==> config.mk <==
export PLATFORM = sky130hd
export DESIGN_NAME = lsu_mem_master
export DESIGN_NICKNAME = d
export VERILOG_FILES = /design/src/rtl/lsu_mem_master.sv
export SDC_FILE = /design/constraint.sdc
export NUM_CORES = 1
export LEC_CHECK = 0
export CELL_PAD_IN_SITES_DETAIL_PLACEMENT = 1
export CELL_PAD_IN_SITES_GLOBAL_PLACEMENT = 2
export CORE_MARGIN = 2
export CORE_UTILIZATION = 26
export DETAILED_ROUTE_END_ITERATION = 7
export HOLD_SLACK_MARGIN = 0.08
export MAX_ROUTING_LAYER = met4
export PLACE_DENSITY_LB_ADDON = 0.1
export SLEW_MARGIN = 30
export SYNTH_ARGS = -nofsm -noshare
export SYNTH_HDL_FRONTEND = slang
export SYNTH_SLANG_ARGS = --single-unit
==> constraint.sdc <==
create_clock -name clk -period 2.6 [get_ports clk]
set_clock_uncertainty 0.2 [all_clocks]
set_input_delay 0.52 -clock clk [delete_from_list [all_inputs] [get_ports clk]]
set_output_delay 0.52 -clock clk [all_outputs]
set_load 0.01 [all_outputs]
==> src/rtl/lsu_mem_master.sv <==
// Load/store unit driving the CPU data-memory port; sub-word stores use read-modify-write.
// Optional MISALIGN_TRAP_EN: misaligned halfword/word accesses are rejected with resp_err.
module lsu_mem_master #(
  parameter int MEM_WORDS = 1024
) (
  input  logic        clk,
  input  logic        rst,
  input  logic        req_valid,
  output logic        req_ready,
  input  logic        req_we,
  input  logic [2:0]  req_funct3,
  input  logic [31:0] req_addr,
  input  logic [31:0] req_wdata,
  output logic        resp_valid,
  output logic [31:0] resp_rdata,
  output logic        resp_err,
  output logic        mem_read,
  output logic        mem_write,
  output logic [31:0] mem_addr,
  output logic [31:0] mem_wdata,
  input  logic [31:0] mem_rdata
);

  typedef enum logic [2:0] {IDLE, RD, CAP, WR, RESP} state_t;

  state_t      state, state_nx;
  logic        we_q;
  logic [2:0]  f3_q;
  logic [31:0] addr_q;
  logic [15:0] wlane_q;
  logic [31:0] mwdata_q;
  logic [31:0] rdata_q;
  logic        err_q;

  logic        accept;
  logic        req_err;
  logic        req_sw;
  logic [7:0]  rd_byte;
  logic [15:0] rd_half;
  logic [31:0] rd_ext;
  logic [31:0] mask;
  logic [31:0] lane_data;
  logic [31:0] merged;

  assign accept = req_valid && req_ready;
  assign req_sw = req_we && (req_funct3 == 3'b010);

  always_comb begin
    req_err = 1'b0;
    if (req_we) begin
      if (req_funct3 != 3'b000 && req_funct3 != 3'b001 && req_funct3 != 3'b010)
        req_err = 1'b1;
    end else begin
      if (req_funct3 == 3'b011 || req_funct3 == 3'b110 || req_funct3 == 3'b111)
        req_err = 1'b1;
    end
    if ({2'b00, req_addr[31:2]} >= 32'(MEM_WORDS))
      req_err = 1'b1;
`ifdef MISALIGN_TRAP_EN
    if (req_funct3[1:0] == 2'b01 && req_addr[0])
      req_err = 1'b1;
    if (req_funct3[1:0] == 2'b10 && req_addr[1:0] != 2'b00)
      req_err = 1'b1;
`endif
  end

  // Lane extraction for loads, taken straight from mem_rdata during CAP only
  always_comb begin
    case (addr_q[1:0])
      2'd0:    rd_byte = mem_rdata[7:0];
      2'd1:    rd_byte = mem_rdata[15:8];
      2'd2:    rd_byte = mem_rdata[23:16];
      default: rd_byte = mem_rdata[31:24];
    endcase
    rd_half = addr_q[1] ? mem_rdata[31:16] : mem_rdata[15:0];
    case (f3_q)
      3'b000:  rd_ext = {{24{rd_byte[7]}}, rd_byte};
      3'b001:  rd_ext = {{16{rd_half[15]}}, rd_half};
      3'b010:  rd_ext = mem_rdata;
      3'b100:  rd_ext = {24'h000000, rd_byte};
      3'b101:  rd_ext = {16'h0000, rd_half};
      default: rd_ext = '0;
    endcase
  end

  // RMW merge: replicate the new lane across the word, then keep only the masked bits
  always_comb begin
    if (f3_q[0]) begin
      mask      = addr_q[1] ? 32'hFFFF_0000 : 32'h0000_FFFF;
      lane_data = {2{wlane_q}};
    end else begin
      mask      = 32'h0000_00FF << {addr_q[1:0], 3'b000};
      lane_data = {4{wlane_q[7:0]}};
    end
    merged = (mem_rdata & ~mask) | (lane_data & mask);
  end

  always_ff @(posedge clk) begin
    if (!rst) state <= IDLE;
    else      state <= state_nx;
  end

  always_comb begin
    state_nx = state;
    case (state)
      IDLE: if (accept) begin
        if (req_err)     state_nx = RESP;
        else if (req_sw) state_nx = WR;
        else             state_nx = RD;
      end
      RD:      state_nx = CAP;
      CAP:     state_nx = we_q ? WR : RESP;
      WR:      state_nx = RESP;
      RESP:    state_nx = IDLE;
      default: state_nx = IDLE;
    endcase
  end

  always_ff @(posedge clk) begin
    if (!rst) begin
      we_q     <= 1'b0;
      f3_q     <= '0;
      addr_q   <= '0;
      wlane_q  <= '0;
      mwdata_q <= '0;
      rdata_q  <= '0;
      err_q    <= 1'b0;
    end else begin
      if (accept) begin
        we_q     <= req_we;
        f3_q     <= req_funct3;
        addr_q   <= req_addr;
        wlane_q  <= req_wdata[15:0];
        mwdata_q <= req_sw ? req_wdata : '0;
        rdata_q  <= '0;
        err_q    <= req_err;
      end
      if (state == CAP) begin
        if (we_q) mwdata_q <= merged;
        else      rdata_q  <= rd_ext;
      end
    end
  end

  always_comb begin
    req_ready  = (state == IDLE);
    mem_read   = (state == RD);
    mem_write  = (state == WR);
    resp_valid = (state == RESP);
    resp_err   = (state == RESP) && err_q;
    resp_rdata = (state == RESP) ? rdata_q : '0;
    mem_addr   = {addr_q[31:2], 2'b00};
    mem_wdata  = mwdata_q;
  end

endmodule

## Word level (Yosys, flattened, before mapping)

Cells that the tools add are included.

| cells by class | value |
|---|---|
| add/sub/neg operators | 0 |
| multiply operators | 0 |
| divide/modulo/power cells | 0 |
| $lt $le $gt $ge | 1 |
| equal/unequal tests | 17 |
| shift operators | 1 |
| muxes and demuxes | 23 |
| bitwise gates (word level) | 4 |
| reduce and logical (&&, ||, !) cells | 11 |

Operators with widths:

| cell | number |
|---|---|
| 2-to-1 mux 32 bit | 11 |
| one-hot mux 32 bit (5 select lines) | 1 |
| AND 32 bit | 2 |
| NOT 32 bit | 1 |
| OR 32 bit | 1 |
| << shifter 8 x 5 -> 32 bit (first input constant) | 1 |
| greater-or-equal comparator 30 x 11 -> 1 bit (second input constant) | 1 |
| one-hot mux 8 bit (3 select lines) | 1 |
| 2-to-1 mux 16 bit | 1 |
| == test 3 x 2 -> 1 bit (second input constant) | 5 |
| == test 3 bit (second input constant) | 5 |
| one-hot mux 3 bit (4 select lines) | 1 |
| 2-to-1 mux 3 bit | 3 |
| == test 3 x 1 -> 1 bit (second input constant) | 2 |
| logical NOT 3 bit | 2 |
| logical AND 1 bit | 5 |
| 2-to-1 mux 1 bit | 4 |
| != test 3 x 1 -> 1 bit (second input constant) | 1 |
| != test 3 x 2 -> 1 bit (second input constant) | 1 |
| nonzero test 3 bit | 1 |
| == test 2 x 1 -> 1 bit (second input constant) | 1 |
| == test 2 bit (second input constant) | 1 |
| logical NOT 2 bit | 1 |
| logical OR 1 bit | 2 |
| 2 further kinds | 2 |

| storage, ports and cells | value |
|---|---|
| bits in registers | 120 |
| bits in latches | 0 |
| RAM bits | 0 |
| memory bits (read-only) | 0 |
| input bits | 103 |
| output and inout port bits | 101 |
| memories kept | 0 |

## Longest topological paths before layout

Gate-level depths: netlist of run 1.

| depth | value |
|---|---|
| depth after elaboration | 9 |
| gate-level depth with buffers | 8 |
| gate-level depth less buffers | 4 |

## Worst setup path after synthesis of run 1

OpenSTA, ideal clock, no wires.

| timing | value |
|---|---|
| path kind | in2reg |
| start | input req_valid |
| end | register mwdata_q[13] (netlist: mem_wdata[13]) |
| setup time | 0.137 ns |
| arrival | 1.780 ns |
| slack | 0.483 ns |
| stages | 6 |
| path through | or4b_1 clkbuf_1 clkbuf_1 buf_2 a221oi_1 a211oi_1 |

| on the way | value |
|---|---|
| word-level cells in the longest chain between the ends | 4 |

RTL lines:

| element | RTL line | text |
|---|---|---|
| start: declaration | 8 | `input logic req_valid,` |
| logical AND 1 bit * | 45 | `assign accept = req_valid && req_ready;` |
| 2-to-1 mux 32 bit * | 129 | `if (accept) begin` |
| 2-to-1 mux 32 bit | 139 | `if (we_q) mwdata_q <= merged;` |
| 2-to-1 mux 32 bit * | 138 | `if (state == CAP) begin` |
| end signal: assignment | 134 | `mwdata_q <= req_sw ? req_wdata : '0;` |
| end signal: assignment | 139 |  |
| end: declaration | 31 | `logic [31:0] mwdata_q;` |

Mark *: on every way between the ends. The rest lies on a longest branch, timed or not.
A chain may end at the register's enable or synchronous reset.

## Worst setup path in the final report of run 1

| timing | value |
|---|---|
| start | register state[2] |
| end | output resp_rdata[1] |

| on the way | value |
|---|---|
| word-level cells in the longest chain between the ends | 2 |

RTL lines:

| element | RTL line | text |
|---|---|---|
| start: declaration | 26 | `state_t state, state_nx;` |
| start signal: assignment | 100 | `else state <= state_nx;` |
| == test 3 bit | 151 | `resp_rdata = (state == RESP) ? rdata_q : '0;` |
| 2-to-1 mux 32 bit | 151 |  |
| end: declaration | 15 | `output logic [31:0] resp_rdata,` |

No other way between the ends.

==> results of run 1 <==
==> worst max-delay path: stages, from the launching register on <==
cell           delay, ns
dfxtp_2             0.38
inv_1               0.11
nor3_4              0.15
buf_4               0.15
buf_12              0.14
and2_1              0.17
dlygate4sd2_1       0.28
==> kinds of logic after synthesis <==
logic type,Yosys count
simple gates,223
buf+inv,102
mux,13
flops,120
other cells,1
compound gates,234
==> stage by stage <==
step	power, W	std cells	util (%)
6_report	0.00502	1153	38.7
5_1_grt	0.00524	1153	38.7
4_1_cts	0.00509	1153	38.7
3_5_place_dp	0.00275	1118	36.1
3_3_place_gp	0.00274	1118	36.1
2_1_floorplan	0.00235	694	-
==> power by group through the flow <==
stage | Sequential [W] | Combinational (W) | Clock [W]
after CTS | 0.00194 | 0.000786 | 0.00236
final | 0.00194 | 0.000784 | 0.00230
after global routing | 0.00194 | 0.000848 | 0.00245
after detailed placement | 0.00198 | 0.000772 | 0
after floorplan | 0.00196 | 0.000387 | 0
after global placement | 0.00198 | 0.000760 | 0
==> path summary, 6_finish.rpt <==
path          startpoint             to  slack [ns]  cells after the start
min reg2reg  rdata_q[31]    rdata_q[31]        0.25                      1
max reg2reg    addr_q[1]    rdata_q[13]        0.32                      4
min          rdata_q[31]    rdata_q[31]        0.25                      1
max             state[2]  resp_rdata[1]        0.08                      6
==> timing repair <==
item,4_1_cts,5_1_grt
setup endpoints to repair,35,1
buffers inserted,2,0
resized for setup,42,1
cloned,1,0
pin swaps,1,0
==> registers in the layout, indices dropped and copies added (netlist names) <==
signal	cells
addr_q	32
err_q	1
f3_q	3
mem_wdata	32
rdata_q	32
state	3
we_q	1
wlane_q	16
==> per-layer routing <==
layer  global-route usage [%]  vias to the layer above  routed length, µm
met1                     27.5                     2933              11200
met2                     31.3                      184              11000
met5                        -                        -                  0
li1                         -                     2854                  -
met4                     6.97                        0                519
met3                     3.04                       31               1020
==> layout make-up <==
type / count / area [µm²]
well taps: 285 / 357
multi-input cells: 472 / 3000
fillers: 2571 / 13800
repair buffers: 239 / 2350
clock inverters: 8 / 96.3
inverters: 5 / 18.8
flip-flops and latches: 120 / 2400
clock buffers: 24 / 472
==> layout by cell type, fill, tap and decap left out, drive strengths merged, types with 3 or more instances in the layout <==
cell / Yosys / final
mux2i: 10 / 10
nand2b: 3 / 3
nor4: 5 / 5
o21ai: 10 / 10
dfxtp: 120 / 120
nand3: 9 / 9
nor3b: 3 / 3
clkbuf: 47 / 24
nor3: 13 / 13
clkdlybuf4s50: 0 / 166
a211oi: 16 / 16
a311oi: 16 / 16
nor2: 10 / 10
a21oi: 61 / 61
o22ai: 9 / 9
clkinv: 1 / 6
dlygate4sd2: 0 / 33
nor2b: 3 / 3
inv: 4 / 4
nand2: 134 / 134
a22oi: 24 / 24
o2bb2ai: 38 / 38
a221oi: 47 / 47
buf: 50 / 38
and2: 35 / 35
==> run_results.csv, run 1 <==
group,metric,value,unit
pwr,p_int,0.00371,W
clock_network,ctsHoldBuffers,0,
sta,period_needed,2.52,ns
logic_synthesis,synth_async_sr_flop_share,0,%
pwr,comb_power_share,15.6,%
route,drcViolationCount,0,
status,status,"complete, no violations",
logic_synthesis,netlist_area,5920,µm²
clock_network,clkSlewWorstSetupHoldPaths,0.06,ns
cells_and_area,drive_gt1_share,10.5,%
cells_and_area,fin_area,8710,µm²
placed_design,dp_hpwl,17300,µm
logic_synthesis,synth_cell_type_count,52,
logic_synthesis,ys_seq_area_share,40.6,%
sta,hold_ws,0.252,ns
placed_design,gp_congestion,0.807,
route,drt-wirelength-per-cell,20.6,µm
sta,worstMarginPinSlew,0.892,ns
sta,rsz0062_at_grt,"false",
placed_design,pre_cts_ws,-0.141,ns
logic_synthesis,ys_seq_elements,120,
worst_setup_path,cp_data_required_time,1.88,ns
cells_and_area,syn2layout_area_growth,47.0,%
placed_design,place_area,8120,µm²
logic_synthesis,yosys.area_share.simple,17.3,%
route,first_pass_iters,5,
floorplanning,dieWidth,155,µm
clock_network,clkSinkCount,120,
logic_synthesis,avgSynthCellArea,8.55,µm²
pwr,peakVddDrop,0.355,mV
route,drt_iter0_drc,456,
logic_synthesis,synthFlopType,"dfxtp_1",
floorplanning,core,22500,µm²
worst_setup_path,critical_path_class,"register to primary output",
cells_and_area,diodes,0,
worst_setup_path,startpoint_type,"register",
global_route,grt_pass1_wl,36600,µm
logic_synthesis,synth_top_area_cell,"dfxtp_1",
global_route,grt_max_degree,68,
sta,setup_ws,0.0769,ns
logic_synthesis,synth-xor-area-share,0,%
clock_network,cts_buffers,17,
route,via_count,6002,
floorplanning,io_pins,204,
pwr,leakage,3.14,nW
sta,finalHoldViolCount,0,
floorplanning,rows,55,
worst_setup_path,cp_max_fo,17,
pwr,switchingPower,0.00131,W
sta,period_share,97.0,%
sta,max_freq,396,MHz
logic_synthesis,synth_edf_count,0,
min_path,hold_class,"register to register",
route,routed_wl,23800,µm
worst_setup_path,cp.arrival,1.80,ns
clock_network,cts.path.max_buffers,2,
sta,slew_viol_final,0,
floorplanning,start_util,26.3,%
route,drt-vias-per-instance,5.21,
global_route,antenna_found_initial,0,
global_route,track_usage,20.4,%
pwr,pwr-share-clk,45.8,%
global_route,gr-total-overflow,0,
sta,slew_headroom,40.4,%
logic_synthesis,yosys.area_share.adder,0,%
global_route,grt_pass1_vias,6179,
cells_and_area,nets,958,
clock_network,clock_latency,0.41,ns
clock_network,h-tree-depth,4,
pwr,power_density,577,nW/µm²
pwr,netSwitchingFraction,26.0,%
sta,tns,0,ns
run,maxCapViolations,0,
logic_synthesis,yosysWarnings,0,
logic_synthesis,synth_cells,693,
logic_synthesis,synth_compound_area_share,30.2,%
sta,setup_viol,0,
pwr,seqPwrFrac,38.6,%
placed_design,io_buffers,201,
clock_network,root_buffer,"clkbuf_16",
logic_synthesis,synth_area_leaders,"dfxtp_1 (41%), nand2_1 (8.5%), a221oi_1 (7.0%), a21oi_1 (5.2%), o2bb2ai_1 (4.1%)",
floorplanning,die_h,155,µm
route,ant_nets,0,
logic_synthesis,synth_mux_area_share,2.45,%
logic_synthesis,synth.most_common_cell,"nand2_1",
clock_network,cts_tree,"built",
floorplanning,dieArea,24000,µm²
logic_synthesis,synth_top_family_by_area,"compound AO/OA/AOI/OAI gates",
logic_synthesis,netlist_top_cells_count,"nand2_1 (134), dfxtp_1 (120), a21oi_1 (61), a221oi_1 (47), clkbuf_1 (47)",
worst_setup_path,crit_path_end_kind,"primary output",
logic_synthesis,synth_top_area_share,40.6,%
(Power assumes the default switching activity.)
==> inputs of run 2 (changes only) <==
MAX_ROUTING_LAYER = not set   (was met4)
==> run 2 against run 1 <==
Against the previous run: clock-buffer cell count unchanged; critical path depth unchanged; worst hold slack worse by 0.0014 ns; routed wire length about the same; largest power group unchanged; combinational power about the same; via count about the same.
==> run_results.csv, run 2 (same netlist as run 1, synthesis figures left out) <==
group,metric,value,unit
clock_network,clock_latency,0.41,ns
route,drcViolationCount,0,
worst_setup_path,crit_path_max_incr_delay,0.38,ns
worst_setup_path,cp.arrival,1.79,ns
global_route,grt_max_degree,68,
cells_and_area,drive_gt1_share,10.5,%
placed_design,io_buffers,201,
worst_setup_path,crit_path_start,"state[2]",
worst_setup_path,cp_cell_sequence,"inv_1 > nor3_4 > buf_4 > buf_12 > and2_1 > dlygate4sd2_1",
worst_setup_path,r2r_start,"f3_q[0]",
worst_setup_path,crit_path_end_kind,"primary output",
global_route,grt_pass1_wl,36700,µm
worst_setup_path,cp_max_fo,17,
sta,slew_headroom,41.7,%
worst_setup_path,startpoint_type,"register",
route,wl_met1,11200,µm
clock_network,clkSinkCount,120,
floorplanning,io_pins,204,
route,drt-wirelength-per-cell,20.6,µm
cells_and_area,syn2layout_area_growth,47.0,%
floorplanning,die_h,155,µm
clock_network,cts_tree,"built",
worst_setup_path,cp-endpoint,"resp_rdata[1]",
cells_and_area,nets,958,
placed_design,pre_cts_ws,-0.141,ns
pwr,leakage,3.14,nW
clock_network,cts_buffers,17,
min_path,hold_class,"register to register",
floorplanning,dieArea,24000,µm²
clock_network,h-tree-depth,4,
route,ant_nets,0,
sta,slew_viol_final,0,
sta,setup_viol,0,
floorplanning,dieWidth,155,µm
clock_network,ctsHoldBuffers,0,
cells_and_area,diodes,0,
sta,finalHoldViolCount,0,
sta,hold_ws,0.250,ns
status,status,"complete, no violations",
sta,period_share,96.7,%
sta,setup_ws,0.0867,ns
floorplanning,core,22500,µm²
global_route,track_usage,19.8,%
floorplanning,start_util,26.3,%
cells_and_area,fin_util,38.7,%
worst_setup_path,reg2reg_to,"rdata_q[0]",
route,drt-vias-per-instance,5.21,
clock_network,root_buffer,"clkbuf_16",
pwr,power_density,576,nW/µm²
global_route,gr-total-overflow,0,
route,wl_met3,985,µm
worst_setup_path,rrSetupSlack,0.33,ns
sta,worstMarginPinSlew,0.872,ns
pwr,peakVddDrop,0.355,mV
worst_setup_path,cp_data_required_time,1.88,ns
route,via_count,6003,
worst_setup_path,ff2ff_path_depth,5,
route,wl_met2,11100,µm
placed_design,gp_congestion,0.796,
clock_network,cts.path.max_buffers,2,
route,first_pass_iters,4,
cells_and_area,final_common_cell,"clkdlybuf4s50_1",
sta,period_needed,2.51,ns
placed_design,dp_hpwl,17300,µm
clock_network,clkSlewWorstSetupHoldPaths,0.06,ns
sta,max_freq,398,MHz
run,maxCapViolations,0,
route,highest_layer,"met4",
route,drt_iter0_drc,411,
sta,rsz0062_at_grt,"false",
worst_setup_path,cp_slowest_cell,"dfxtp_2",
worst_setup_path,critical_path_class,"register to primary output",
global_route,antenna_found_initial,0,
floorplanning,rows,55,
global_route,grt_pass1_vias,6179,
cells_and_area,layout_common_cells,"clkdlybuf4s50_1 (166), nand2_1 (134), dfxtp_1 (118)",
route,routed_wl,23800,µm
==> run 2: cell counts in the layout (fill, tap and decap cells not counted) <==
No cell type changed its count.
==> run 2: where the power goes <==
group,total (W),internal (W),switching [W]
registers,0.00194,0.00189,0.0000449
clock network,0.00230,0.00146,0.000841
logic,0.000784,0.000365,0.000419
total,0.00502,0.00371,0.00130
==> run 2: cell type report <==
| cell class | instances | area, µm² |
|---|---|---|
| clock inverters | 8 | 96.3 |
| inverters | 5 | 18.8 |
| fillers | 2571 | 13800 |
| multi-input cells | 472 | 3000 |
| repair buffers | 239 | 2350 |
| well taps | 285 | 357 |
| clock buffers | 24 | 472 |
| flip-flops and latches | 120 | 2400 |
==> run 2: per-layer routing <==
metal / global-route usage [%] / up-vias
met5: 0 / -
met4: 6.97 / 0
met3: 3.62 / 25
met2: 31.2 / 152
met1: 27.3 / 2969
li1: - / 2857
==> run 2: worst max-delay path, delay by kind of cell, from the launching register on <==
kind | cells | cell delay, ns
flops | 1 | 0.38
simple gates | 2 | 0.31
buf+inv | 4 | 0.67
==> run 2: what timing repair did <==
item	4_1_cts	5_1_grt
buffers inserted	2	0
pin swaps	1	0
gates resized for setup	42	1
gates cloned	1	0
endpoints found under the setup margin	35	1
==> run 2: worst min path at each step <==
stage | start | depth (start not counted) | end | slack, ns
after floorplan | rdata_q[0] | 1 | rdata_q[0] | 0.22
after global placement | addr_q[7] | 2 | addr_q[7] | 0.24
after detailed placement | rdata_q[31] | 1 | rdata_q[31] | 0.24
after CTS | addr_q[21] | 2 | addr_q[21] | 0.26
after global routing | rdata_q[30] | 1 | rdata_q[30] | 0.28
final | rdata_q[31] | 1 | rdata_q[31] | 0.25
==> run 2: per-stage QoR <==
step | instance area (µm²) | power (W) | std cells | TNS [ns]
6_report | 8710 | 0.00502 | 1153 | 0
3_3_place_gp | 8120 | 0.00274 | 1118 | 0
2_1_floorplan | 5930 | 0.00235 | 694 | 0
5_1_grt | 8710 | 0.00524 | 1153 | 0
4_1_cts | 8700 | 0.00509 | 1153 | 0
3_5_place_dp | 8120 | 0.00275 | 1118 | -1.07
==> inputs of run 3 (changes only) <==
ABC_AREA = 1   (was not set)
CORE_MARGIN = 5   (was 2)
CORE_UTILIZATION = 24   (was 26)
CTS_CLUSTER_SIZE = 40   (was not set)
==> run 3 against run 2 <==
Against the previous run: non-clock buffer count is 14 lower; routed wire length increased by 18%; clock power rose by 8%; critical path depth down 3; core utilization is 4.8 points lower; sequential power is essentially flat; combinational power is 28% higher; die area grew 31%; global-route usage fell by 2.3 points; cell count rose by 37%; largest cell class unchanged; largest power group unchanged.
==> run_results.csv, run 3 <==
group,metric,value,unit
route,highest_layer,"met4",
logic_synthesis,synth_area_leaders,"dfxtp_1 (36%), nand2_1 (15%), nor2_1 (8.0%), a21oi_1 (7.2%), o21ai_0 (6.4%)",
status,status,"complete, no violations",
sta,period_share,96.1,%
logic_synthesis,ys_seq_elements,120,
floorplanning,dieArea,31300,µm²
placed_design,io_buffers,201,
cells_and_area,seq_area,2400,µm²
cells_and_area,drive_gt1_share,7.92,%
floorplanning,start_util,24.2,%
logic_synthesis,synth_top_area_cell,"dfxtp_1",
worst_setup_path,critical_path_class,"register to primary output",
global_route,grt_pass1_vias,7237,
route,drt-vias-per-instance,4.49,
pwr,switchingPower,0.00166,W
global_route,gr-total-overflow,0,
clock_network,cts.path.max_buffers,2,
sta,worstMarginPinSlew,0.678,ns
cells_and_area,nets,1290,
cells_and_area,syn2layout_area_growth,40.4,%
floorplanning,rows,61,
sta,setup_ws,0.102,ns
worst_setup_path,crit_path_end_kind,"primary output",
cells_and_area,fill_cells,3433,
global_route,antenna_found_initial,1,
worst_setup_path,cp.arrival,1.78,ns
global_route,grt_pass1_wl,42900,µm
logic_synthesis,synth_async_sr_flop_share,0,%
route,wl_met1,13700,µm
route,routed_wl,28000,µm
clock_network,h-tree-depth,4,
pwr,pwr-share-clk,45.5,%
pwr,p_int,0.00379,W
logic_synthesis,avgSynthCellArea,6.44,µm²
logic_synthesis,synth_edf_count,0,
worst_setup_path,cp_max_fo,3,
pwr,power_density,579,nW/µm²
floorplanning,die_h,177,µm
logic_synthesis,netlist_top_cells_count,"nand2_1 (271), nor2_1 (142), dfxtp_1 (120), a21oi_1 (96), o21ai_0 (85)",
clock_network,clkSlewWorstSetupHoldPaths,0.06,ns
run,maxCapViolations,0,
global_route,grt_max_degree,49,
clock_network,cts_buffers,17,
placed_design,gp_congestion,0.831,
placed_design,pre_cts_ws,0.206,ns
cells_and_area,final_common_cell,"nand2_1",
pwr,peakVddDrop,0.250,mV
floorplanning,io_pins,204,
route,ant_nets,0,
sta,slew_viol_final,0,
cells_and_area,multi_input_area,3370,µm²
logic_synthesis,synth_top_area_share,35.9,%
floorplanning,core,27700,µm²
sta,slew_headroom,54.8,%
clock_network,ctsHoldBuffers,0,
placed_design,dp_hpwl,21000,µm
worst_setup_path,rrSetupSlack,0.48,ns
clock_network,cts_tree,"built",
route,drcViolationCount,0,
logic_synthesis,synth_cells,1040,
pwr,comb_power_share,18.4,%
sta,max_freq,400,MHz
sta,period_needed,2.50,ns
sta,setup_viol,0,
global_route,track_usage,17.5,%
route,first_pass_iters,5,
pwr,seqPwrFrac,36.1,%
logic_synthesis,yosysWarnings,0,
cells_and_area,layout_common_cells,"nand2_1 (271), clkdlybuf4s50_1 (167), nor2_1 (142)",
route,via_count,7084,
logic_synthesis,synthFlopType,"dfxtp_1",
worst_setup_path,cp_data_required_time,1.88,ns
floorplanning,dieWidth,177,µm
min_path,hold_class,"register to register",
clock_network,clkSinkCount,120,
pwr,netSwitchingFraction,30.4,%
logic_synthesis,synth_cell_type_count,34,
route,drt-wirelength-per-cell,17.8,µm
sta,finalHoldViolCount,0,
route,wl_met3,1380,µm
sta,tns,0,ns
logic_synthesis,synth.most_common_cell,"nand2_1",
route,wl_met2,12700,µm
logic_synthesis,ys_seq_area_share,35.9,%
pwr,leakage,3.79,nW
route,drt_iter0_drc,342,
clock_network,root_buffer,"clkbuf_16",
sta,rsz0062_at_grt,"false",
clock_network,clock_latency,0.43,ns
logic_synthesis,netlist_area,6700,µm²
worst_setup_path,startpoint_type,"register",
==> run 3: cell types whose count changed in the layout (fill, tap and decap cells not counted), sizes merged, moves of 47 or more <==
| cell | before | now |
|---|---|---|
| a221oi | 47 | 0 |
| nor2 | 10 | 150 |
| nand3 | 9 | 67 |
| o21ai | 10 | 103 |
| inv | 4 | 90 |
| nand2 | 134 | 281 |
==> run 3: metrics by stage <==
step | std cells | util [%] | cell area, µm² | hold WS (ns) | total power [W]
after global placement | 1546 | 31.8 | 8820 | 0.252 | 0.00302
after CTS | 1578 | 33.9 | 9390 | 0.252 | 0.00553
after global routing | 1579 | 33.9 | 9400 | 0.270 | 0.00570
after floorplan | 1041 | - | 6700 | 0.237 | 0.00259
after detailed placement | 1546 | 31.8 | 8820 | 0.256 | 0.00302
final | 1579 | 33.9 | 9400 | 0.265 | 0.00545
==> run 3: repair_timing <==
action | CTS | global route
endpoints found under the setup margin | 33 | 1
buffers inserted | 0 | 0
resized for setup | 36 | 1
==> run 3: logic make-up (layout without fill, tap and decap cells) <==
logic type,count (synthesis),after routing,share of synthesized area (%)
AO/OA/AOI/OAI,226,226,17.8
buffers and inverters,182,341,14.0
flip-flops,120,120,35.9
other,1,3,0.0560
AND/OR/NAND/NOR,511,511,32.2
==> run 3: routing by layer <==
layer / up-vias / track usage [%]
li1: 3611 / -
met1: 3304 / 24.3
met2: 153 / 28.1
met3: 16 / 3.89
met4: 0 / 3.74
met5: - / 0
==> run 3: power by group through the flow <==
stage	Clock (W)	Combinational [W]	Sequential [W]
floorplan	0	0.000608	0.00199
global placement	0	0.00101	0.00201
detailed placement	0	0.00101	0.00201
CTS	0.00254	0.00102	0.00197
global route	0.00262	0.00111	0.00198
finish	0.00248	0.00100	0.00197
==> run 3: worst paths after layout <==
path / depth (start not counted) / to / from
setup / recovery: 3 / mem_read / state[0]
hold / removal: 2 / wlane_q[6] / wlane_q[6]
setup reg to reg: 6 / mem_wdata[31] / f3_q[0]
hold reg to reg: 2 / wlane_q[6] / wlane_q[6]
==> run 3: worst max-delay path: stages, from the launching register on <==
cell	delay, ns
dfxtp_1	0.41
inv_1	0.12
nor3_2	0.22
clkdlybuf4s50_1	0.61
==> run 3: final cells by class <==
cell class / count / share of cell area (%)
multi-input combinational: 739 / 35.9
timing repair buffer: 225 / 23.6
tap: 378 / 5.03
antenna: 1 / 0.0266
sequential: 120 / 25.6
clock buffer: 18 / 4.67
inverter: 84 / 3.43
clock inverter: 14 / 1.76
